File: config.mk
export PLATFORM = sky130hd
export DESIGN_NAME = apb4_master_arbiter
export DESIGN_NICKNAME = d
export VERILOG_FILES = /design/src/rtl/apb4_master_arbiter.sv
export SDC_FILE = /design/constraint.sdc
export NUM_CORES = 1
export LEC_CHECK = 0
export ABC_AREA = 1
export BUFFER_PORTS_ARGS = -buffer_cell sky130_fd_sc_hd__buf_2
export CORE_MARGIN = 8
export CORE_UTILIZATION = 42
export CTS_CLUSTER_DIAMETER = 150
export DETAILED_ROUTE_END_ITERATION = 10
export PLACE_DENSITY = 0.85
export REMOVE_ABC_BUFFERS = 1
export SYNTH_ARGS = -nofsm -noshare
export SYNTH_HDL_FRONTEND = slang
export SYNTH_SLANG_ARGS = --single-unit
File: constraint.sdc
create_clock -name PCLK -period 1.81 [get_ports PCLK]
set_clock_uncertainty 0.2 [all_clocks]
set_input_delay 0.0905 -clock PCLK [delete_from_list [all_inputs] [get_ports PCLK]]
set_output_delay 0.0905 -clock PCLK [all_outputs]
set_load 0.005 [all_outputs]
File: src/rtl/apb4_master_arbiter.sv
// Two-requester APB4 master: round-robin arbitration in IDLE, one APB transfer
// at a time, with a bounded ACCESS wait and a one-cycle response pulse to the owner.
module apb4_master_arbiter #(
    parameter int ADDR_WIDTH = 32,
    parameter int DATA_WIDTH = 32,
    parameter int TIMEOUT    = 16
) (
    input  logic                    PCLK,
    input  logic                    PRESETn,
    input  logic                    req0_valid,
    input  logic                    req0_write,
    input  logic [ADDR_WIDTH-1:0]   req0_addr,
    input  logic [DATA_WIDTH-1:0]   req0_wdata,
    input  logic [DATA_WIDTH/8-1:0] req0_strb,
    input  logic [2:0]              req0_prot,
    output logic                    req0_ready,
    output logic                    rsp0_valid,
    output logic [DATA_WIDTH-1:0]   rsp0_rdata,
    output logic                    rsp0_err,
    input  logic                    req1_valid,
    input  logic                    req1_write,
    input  logic [ADDR_WIDTH-1:0]   req1_addr,
    input  logic [DATA_WIDTH-1:0]   req1_wdata,
    input  logic [DATA_WIDTH/8-1:0] req1_strb,
    input  logic [2:0]              req1_prot,
    output logic                    req1_ready,
    output logic                    rsp1_valid,
    output logic [DATA_WIDTH-1:0]   rsp1_rdata,
    output logic                    rsp1_err,
    output logic                    PSEL,
    output logic                    PENABLE,
    output logic                    PWRITE,
    output logic [ADDR_WIDTH-1:0]   PADDR,
    output logic [DATA_WIDTH-1:0]   PWDATA,
    output logic [DATA_WIDTH/8-1:0] PSTRB,
    output logic [2:0]              PPROT,
    input  logic                    PREADY,
    input  logic [DATA_WIDTH-1:0]   PRDATA,
    input  logic                    PSLVERR
);

    localparam int STRB_WIDTH = DATA_WIDTH / 8;
    localparam int CNT_WIDTH  = $clog2(TIMEOUT + 1);
    localparam logic [CNT_WIDTH-1:0] CNT_LAST = CNT_WIDTH'(TIMEOUT - 1);

    typedef enum logic [1:0] {
        ST_IDLE   = 2'd0,
        ST_SETUP  = 2'd1,
        ST_ACCESS = 2'd2
    } state_t;

    state_t                  state_r, state_next_s;
    logic                    ptr_r;
    logic                    owner_r;
    logic [CNT_WIDTH-1:0]    wait_cnt_r;
    logic                    psel_r, penable_r, pwrite_r;
    logic [ADDR_WIDTH-1:0]   paddr_r;
    logic [DATA_WIDTH-1:0]   pwdata_r;
    logic [STRB_WIDTH-1:0]   pstrb_r;
    logic [2:0]              pprot_r;
    logic                    rsp0_valid_r, rsp0_err_r, rsp1_valid_r, rsp1_err_r;
    logic [DATA_WIDTH-1:0]   rsp0_rdata_r, rsp1_rdata_r;

    logic                    grant0_s, grant1_s, accept_s;
    logic                    done_s, timeout_s, finish_s;
    logic                    sel_write_s;
    logic [ADDR_WIDTH-1:0]   sel_addr_s;
    logic [DATA_WIDTH-1:0]   sel_wdata_s;
    logic [STRB_WIDTH-1:0]   sel_strb_s;
    logic [2:0]              sel_prot_s;

    // Arbitration, transfer completion and next-state decode
    always_comb begin
        grant0_s     = 1'b0;
        grant1_s     = 1'b0;
        done_s       = 1'b0;
        timeout_s    = 1'b0;
        state_next_s = state_r;
        case (state_r)
            ST_IDLE: begin
                if (req0_valid && req1_valid) begin
                    grant0_s = ~ptr_r;
                    grant1_s = ptr_r;
                end else if (req0_valid) begin
                    grant0_s = 1'b1;
                end else if (req1_valid) begin
                    grant1_s = 1'b1;
                end else begin
                    grant0_s = 1'b0;
                    grant1_s = 1'b0;
                end
                if (grant0_s || grant1_s) begin
                    state_next_s = ST_SETUP;
                end else begin
                    state_next_s = ST_IDLE;
                end
            end
            ST_SETUP: begin
                state_next_s = ST_ACCESS;
            end
            ST_ACCESS: begin
                if (PREADY) begin
                    done_s       = 1'b1;
                    state_next_s = ST_IDLE;
                end else if (wait_cnt_r == CNT_LAST) begin
                    timeout_s    = 1'b1;
                    state_next_s = ST_IDLE;
                end else begin
                    state_next_s = ST_ACCESS;
                end
            end
            default: begin
                state_next_s = ST_IDLE;
            end
        endcase
    end

    // Field mux of the granted requester; reads never carry byte strobes
    always_comb begin
        if (grant1_s) begin
            sel_write_s = req1_write;
            sel_addr_s  = req1_addr;
            sel_wdata_s = req1_wdata;
            sel_strb_s  = req1_write ? req1_strb : {STRB_WIDTH{1'b0}};
            sel_prot_s  = req1_prot;
        end else begin
            sel_write_s = req0_write;
            sel_addr_s  = req0_addr;
            sel_wdata_s = req0_wdata;
            sel_strb_s  = req0_write ? req0_strb : {STRB_WIDTH{1'b0}};
            sel_prot_s  = req0_prot;
        end
    end

    assign accept_s = grant0_s | grant1_s;
    assign finish_s = done_s | timeout_s;

    // FSM state, pointer, APB request registers and wait counter
    always_ff @(posedge PCLK or negedge PRESETn) begin
        if (!PRESETn) begin
            state_r    <= ST_IDLE;
            ptr_r      <= 1'b0;
            owner_r    <= 1'b0;
            wait_cnt_r <= {CNT_WIDTH{1'b0}};
            psel_r     <= 1'b0;
            penable_r  <= 1'b0;
            pwrite_r   <= 1'b0;
            paddr_r    <= {ADDR_WIDTH{1'b0}};
            pwdata_r   <= {DATA_WIDTH{1'b0}};
            pstrb_r    <= {STRB_WIDTH{1'b0}};
            pprot_r    <= 3'b000;
        end else begin
            state_r   <= state_next_s;
            psel_r    <= (state_next_s != ST_IDLE);
            penable_r <= (state_next_s == ST_ACCESS);
            if (accept_s) begin
                owner_r  <= grant1_s;
                ptr_r    <= ~grant1_s;
                pwrite_r <= sel_write_s;
                paddr_r  <= sel_addr_s;
                pwdata_r <= sel_wdata_s;
                pstrb_r  <= sel_strb_s;
                pprot_r  <= sel_prot_s;
            end
            if (state_r == ST_SETUP) begin
                wait_cnt_r <= {CNT_WIDTH{1'b0}};
            end else if ((state_r == ST_ACCESS) && !PREADY) begin
                wait_cnt_r <= wait_cnt_r + CNT_WIDTH'(1);
            end
        end
    end

    // Response pulse to the owner; timeouts and writes return zero data
    always_ff @(posedge PCLK or negedge PRESETn) begin
        if (!PRESETn) begin
            rsp0_valid_r <= 1'b0;
            rsp0_err_r   <= 1'b0;
            rsp0_rdata_r <= {DATA_WIDTH{1'b0}};
            rsp1_valid_r <= 1'b0;
            rsp1_err_r   <= 1'b0;
            rsp1_rdata_r <= {DATA_WIDTH{1'b0}};
        end else begin
            rsp0_valid_r <= finish_s && !owner_r;
            rsp1_valid_r <= finish_s && owner_r;
            if (finish_s && !owner_r) begin
                rsp0_err_r   <= timeout_s | PSLVERR;
                rsp0_rdata_r <= (done_s && !pwrite_r) ? PRDATA : {DATA_WIDTH{1'b0}};
            end
            if (finish_s && owner_r) begin
                rsp1_err_r   <= timeout_s | PSLVERR;
                rsp1_rdata_r <= (done_s && !pwrite_r) ? PRDATA : {DATA_WIDTH{1'b0}};
            end
        end
    end

    assign req0_ready = grant0_s;
    assign req1_ready = grant1_s;
    assign PSEL       = psel_r;
    assign PENABLE    = penable_r;
    assign PWRITE     = pwrite_r;
    assign PADDR      = paddr_r;
    assign PWDATA     = pwdata_r;
    assign PSTRB      = pstrb_r;
    assign PPROT      = pprot_r;
    assign rsp0_valid = rsp0_valid_r;
    assign rsp0_err   = rsp0_err_r;
    assign rsp0_rdata = rsp0_rdata_r;
    assign rsp1_valid = rsp1_valid_r;
    assign rsp1_err   = rsp1_err_r;
    assign rsp1_rdata = rsp1_rdata_r;

endmodule

==> flow_metrics.py <==
metrics = {
    "run_status": {
        "status": "finished, violations left",
        "violations": "negative setup slack",
    },
    "clock_network": {
        "ctsLongestPathBuffers": 2,
        "numCtsBuffers": 17,
        "cts_tree": "done",
        "htree_levels": 4,
        "cts.sinks": 151,
        "path_clk_slew_ns": 0.06,
        "clk_latency_ns": 0.42,
        "cts_root_buf": "clkbuf_16",
    },
    "layout": {
        "drive_gt1_share_pct": 36.90,
        "synthToLayoutAreaGrowth_pct": 76.72,
        "fin_nets": 1461,
        "finish.utilization_pct": 76.14,
        "multiInputGateArea_um2": 2656,
        "stdcell_count": 1488,
        "ff_latch_area_um2": 3779,
        "design_area_um2": 11570,
        "fillers": 869,
    },
    "global_route": {
        "grt_pass1_wl_um": 48510,
        "grt_pass1_vias": 8826,
        "met1_usage_pct": 33.15,
        "antenna_found_initial": 5,
        "grt_start_max_net_pins": 65,
        "grt_overflow": 0,
        "busiest_layer": "met2",
        "use_met2_pct": 53.48,
        "met3_usage_pct": 10.20,
        "grt_use_total_pct": 31.59,
    },
    "timing": {
        "tightest_slew_ns": 0.4229,
        "layout_min_cycle_time_ns": 1.989,
        "slew_viol_final": 0,
        "finalWorstSetupSlack_ns": -0.1794,
        "setup_viol": 67,
        "finalHoldViolCount": 0,
        "grt_setup_unrepaired": "yes",
        "whs_ns": 0.2287,
        "post-route-period-util_pct": 109.9,
        "setup_tns_ns": -8.931,
        "slew_headroom_pct": 71.81,
        "max_freq_mhz": 502.7,
    },
    "logic_synthesis": {
        "synth_top_flop_cell": "dfrtp_1",
        "yosys.area.top_type_share_pct": 57.69,
        "avgSynthCellArea_um2": 8.699,
        "synth.most_common_cell": "nand2_1",
        "async_flop_share_pct": 100.0,
        "synth_common_cells": "346 x nand2_1, 151 x dfrtp_1, 78 x nand3_1, 72 x nand4_1, 20 x buf_2",
        "synth_edf_count": 0,
        "synthTopCellsByArea": "dfrtp_1 58%, nand2_1 20%, nand4_1 6.9%",
        "ys_seq_area_share_pct": 57.69,
        "ys_ff_latch": 151,
        "yosysWarnings": 0,
        "syn-cell-area_um2": 6550,
        "synth_top_area_cell": "dfrtp_1",
        "synthCells": 753,
        "ys_types": 27,
    },
    "drt": {
        "dr.pass1.iters": 9,
        "antenna_left": 0,
        "drtIter0Drc": 853,
        "avgRoutedWirePerCell_um": 22.91,
        "via_count": 8646,
        "remaining_drc_errors": 0,
        "detail_route.vias_per_cell": 5.810,
        "routed_wl_um": 34080,
    },
    "placement": {
        "gp_congestion": 0.8297,
        "dp_slack_ns": -0.07652,
        "dpl_cell_area_um2": 8412,
        "dp_cells": 1237,
        "hpwl_um": 17170,
        "portBuffers": 325,
    },
    "power_and_ir_drop": {
        "combPwrFrac_pct": 43.3,
        "total_power_mw": 17.89,
        "switching_power_mw": 7.244,
        "intPower_mw": 10.65,
        "seq_power_share_pct": 34.8,
        "vdd_ir_drop_max_mv": 0.7893,
        "power.density_nw_per_um2": 1546,
        "switching_share_pct": 40.49,
        "p_clk_share_pct": 21.9,
        "p_leak_nw": 6.129,
    },
    "critical_path": {
        "critical_path_class": "reg2reg",
        "cp-end-kind": "flip-flop",
        "critPathLaunchType": "flip-flop",
        "critPathMaxFanout": 17,
        "cp.arrival_ns": 2.09,
        "required_ns": 1.91,
    },
    "die": {
        "coreArea_um2": 15200,
        "initial_utilization_pct": 43.09,
        "rows": 45,
        "io_pins": 326,
        "die_w_um": 140.9,
        "die_y_um": 140.9,
        "dieArea_um2": 19850,
    },
    "job": {
        "max_cap_viol_count": 0,
    },
    "min_path": {
        "hp-class": "in2reg",
    },
}
## worst paths after layout
check | startpoint | endpoint | slack, ns | cells after the start
max reg2reg | wait_cnt_r[1] | rsp0_rdata[14] | -0.18 | 9
min reg2reg | rsp1_rdata[26] | rsp1_rdata[26] | 0.27 | 2
max | wait_cnt_r[1] | rsp0_rdata[14] | -0.18 | 9
min in group asynchronous | PRESETn | rsp0_rdata[3] | 0.57 | 4
max in group asynchronous | PRESETn | PWDATA[1] | 0.49 | 4
min | req1_wdata[31] | PWDATA[31] | 0.23 | 4
## cell usage in the layout (no fill, tap or decap), types with 3 or more instances in the layout
master,instances
a21oi_1,3
buf_12,13
buf_16,4
buf_2,323
buf_4,23
buf_6,4
bufinv_16,4
clkbuf_16,20
clkinv_4,4
dfrtp_1,151
diode_2,10
dlygate4sd3_1,183
inv_1,14
nand2_1,298
nand2_2,41
nand2_4,18
nand3_1,77
nand4_1,72
nor2_1,6
o21ai_0,6
## routing by layer
metal,vias up,wire [µm]
li1,3532,-
met1,4061,10870
met2,823,16500
met3,230,4193
met4,0,2519
met5,-,0
## critical path: stages, from the launching register on
cell and delay [ns]:
dfrtp_1 0.36, ha_2 0.19, and3_4 0.19, ha_4 0.14
inv_4 0.04, a21oi_4 0.26, nand2_4 0.13, buf_12 0.18
nand2_1 0.11, nand2_1 0.07
## sequential cells by signal, summed over array words and instances, names as in the netlist, 2 cells and up
| signal | count |
|---|---|
| PPROT | 3 |
| PADDR | 32 |
| PWDATA | 32 |
| wait_cnt_r | 5 |
| rsp1_rdata | 32 |
| rsp0_rdata | 32 |
| state_r | 2 |
| PSTRB | 4 |
## what timing repair did
action,4_1_cts,5_1_grt
setup buffers,9,8
endpoints found under the hold margin,294,0
setup endpoints to repair,70,73
gates cloned,5,3
hold buffers,184,0
gates resized for setup,30,59
pin swaps,5,4
## final cells by class
class,instances,area share (%)
Antenna cell,10,0.2162
Clock buffer,20,3.946
Clock inverter,12,1.654
Inverter,20,0.7567
Multi-Input combinational cell,533,22.95
Sequential cell,151,32.64
Tap cell,188,2.032
Timing Repair Buffer,554,35.80
## logic make-up after synthesis
family | share of synthesized area [%]
buf+inv | 5.979
flops | 57.69
compound gates | 1.165
fa+ha+maj | 0.3820
simple gates | 34.79
## power by group through the flow
stage	combinational [mW]	clock (mW)	sequential, mW
after floorplan	2.52	0	5.98
after global placement	5.76	0	5.86
after detailed placement	5.99	0	5.83
after CTS	6.70	3.94	5.87
after global routing	8.28	4.07	6.33
final	7.74	3.92	6.23
No activity file was read; power rests on OpenSTA's default activity.
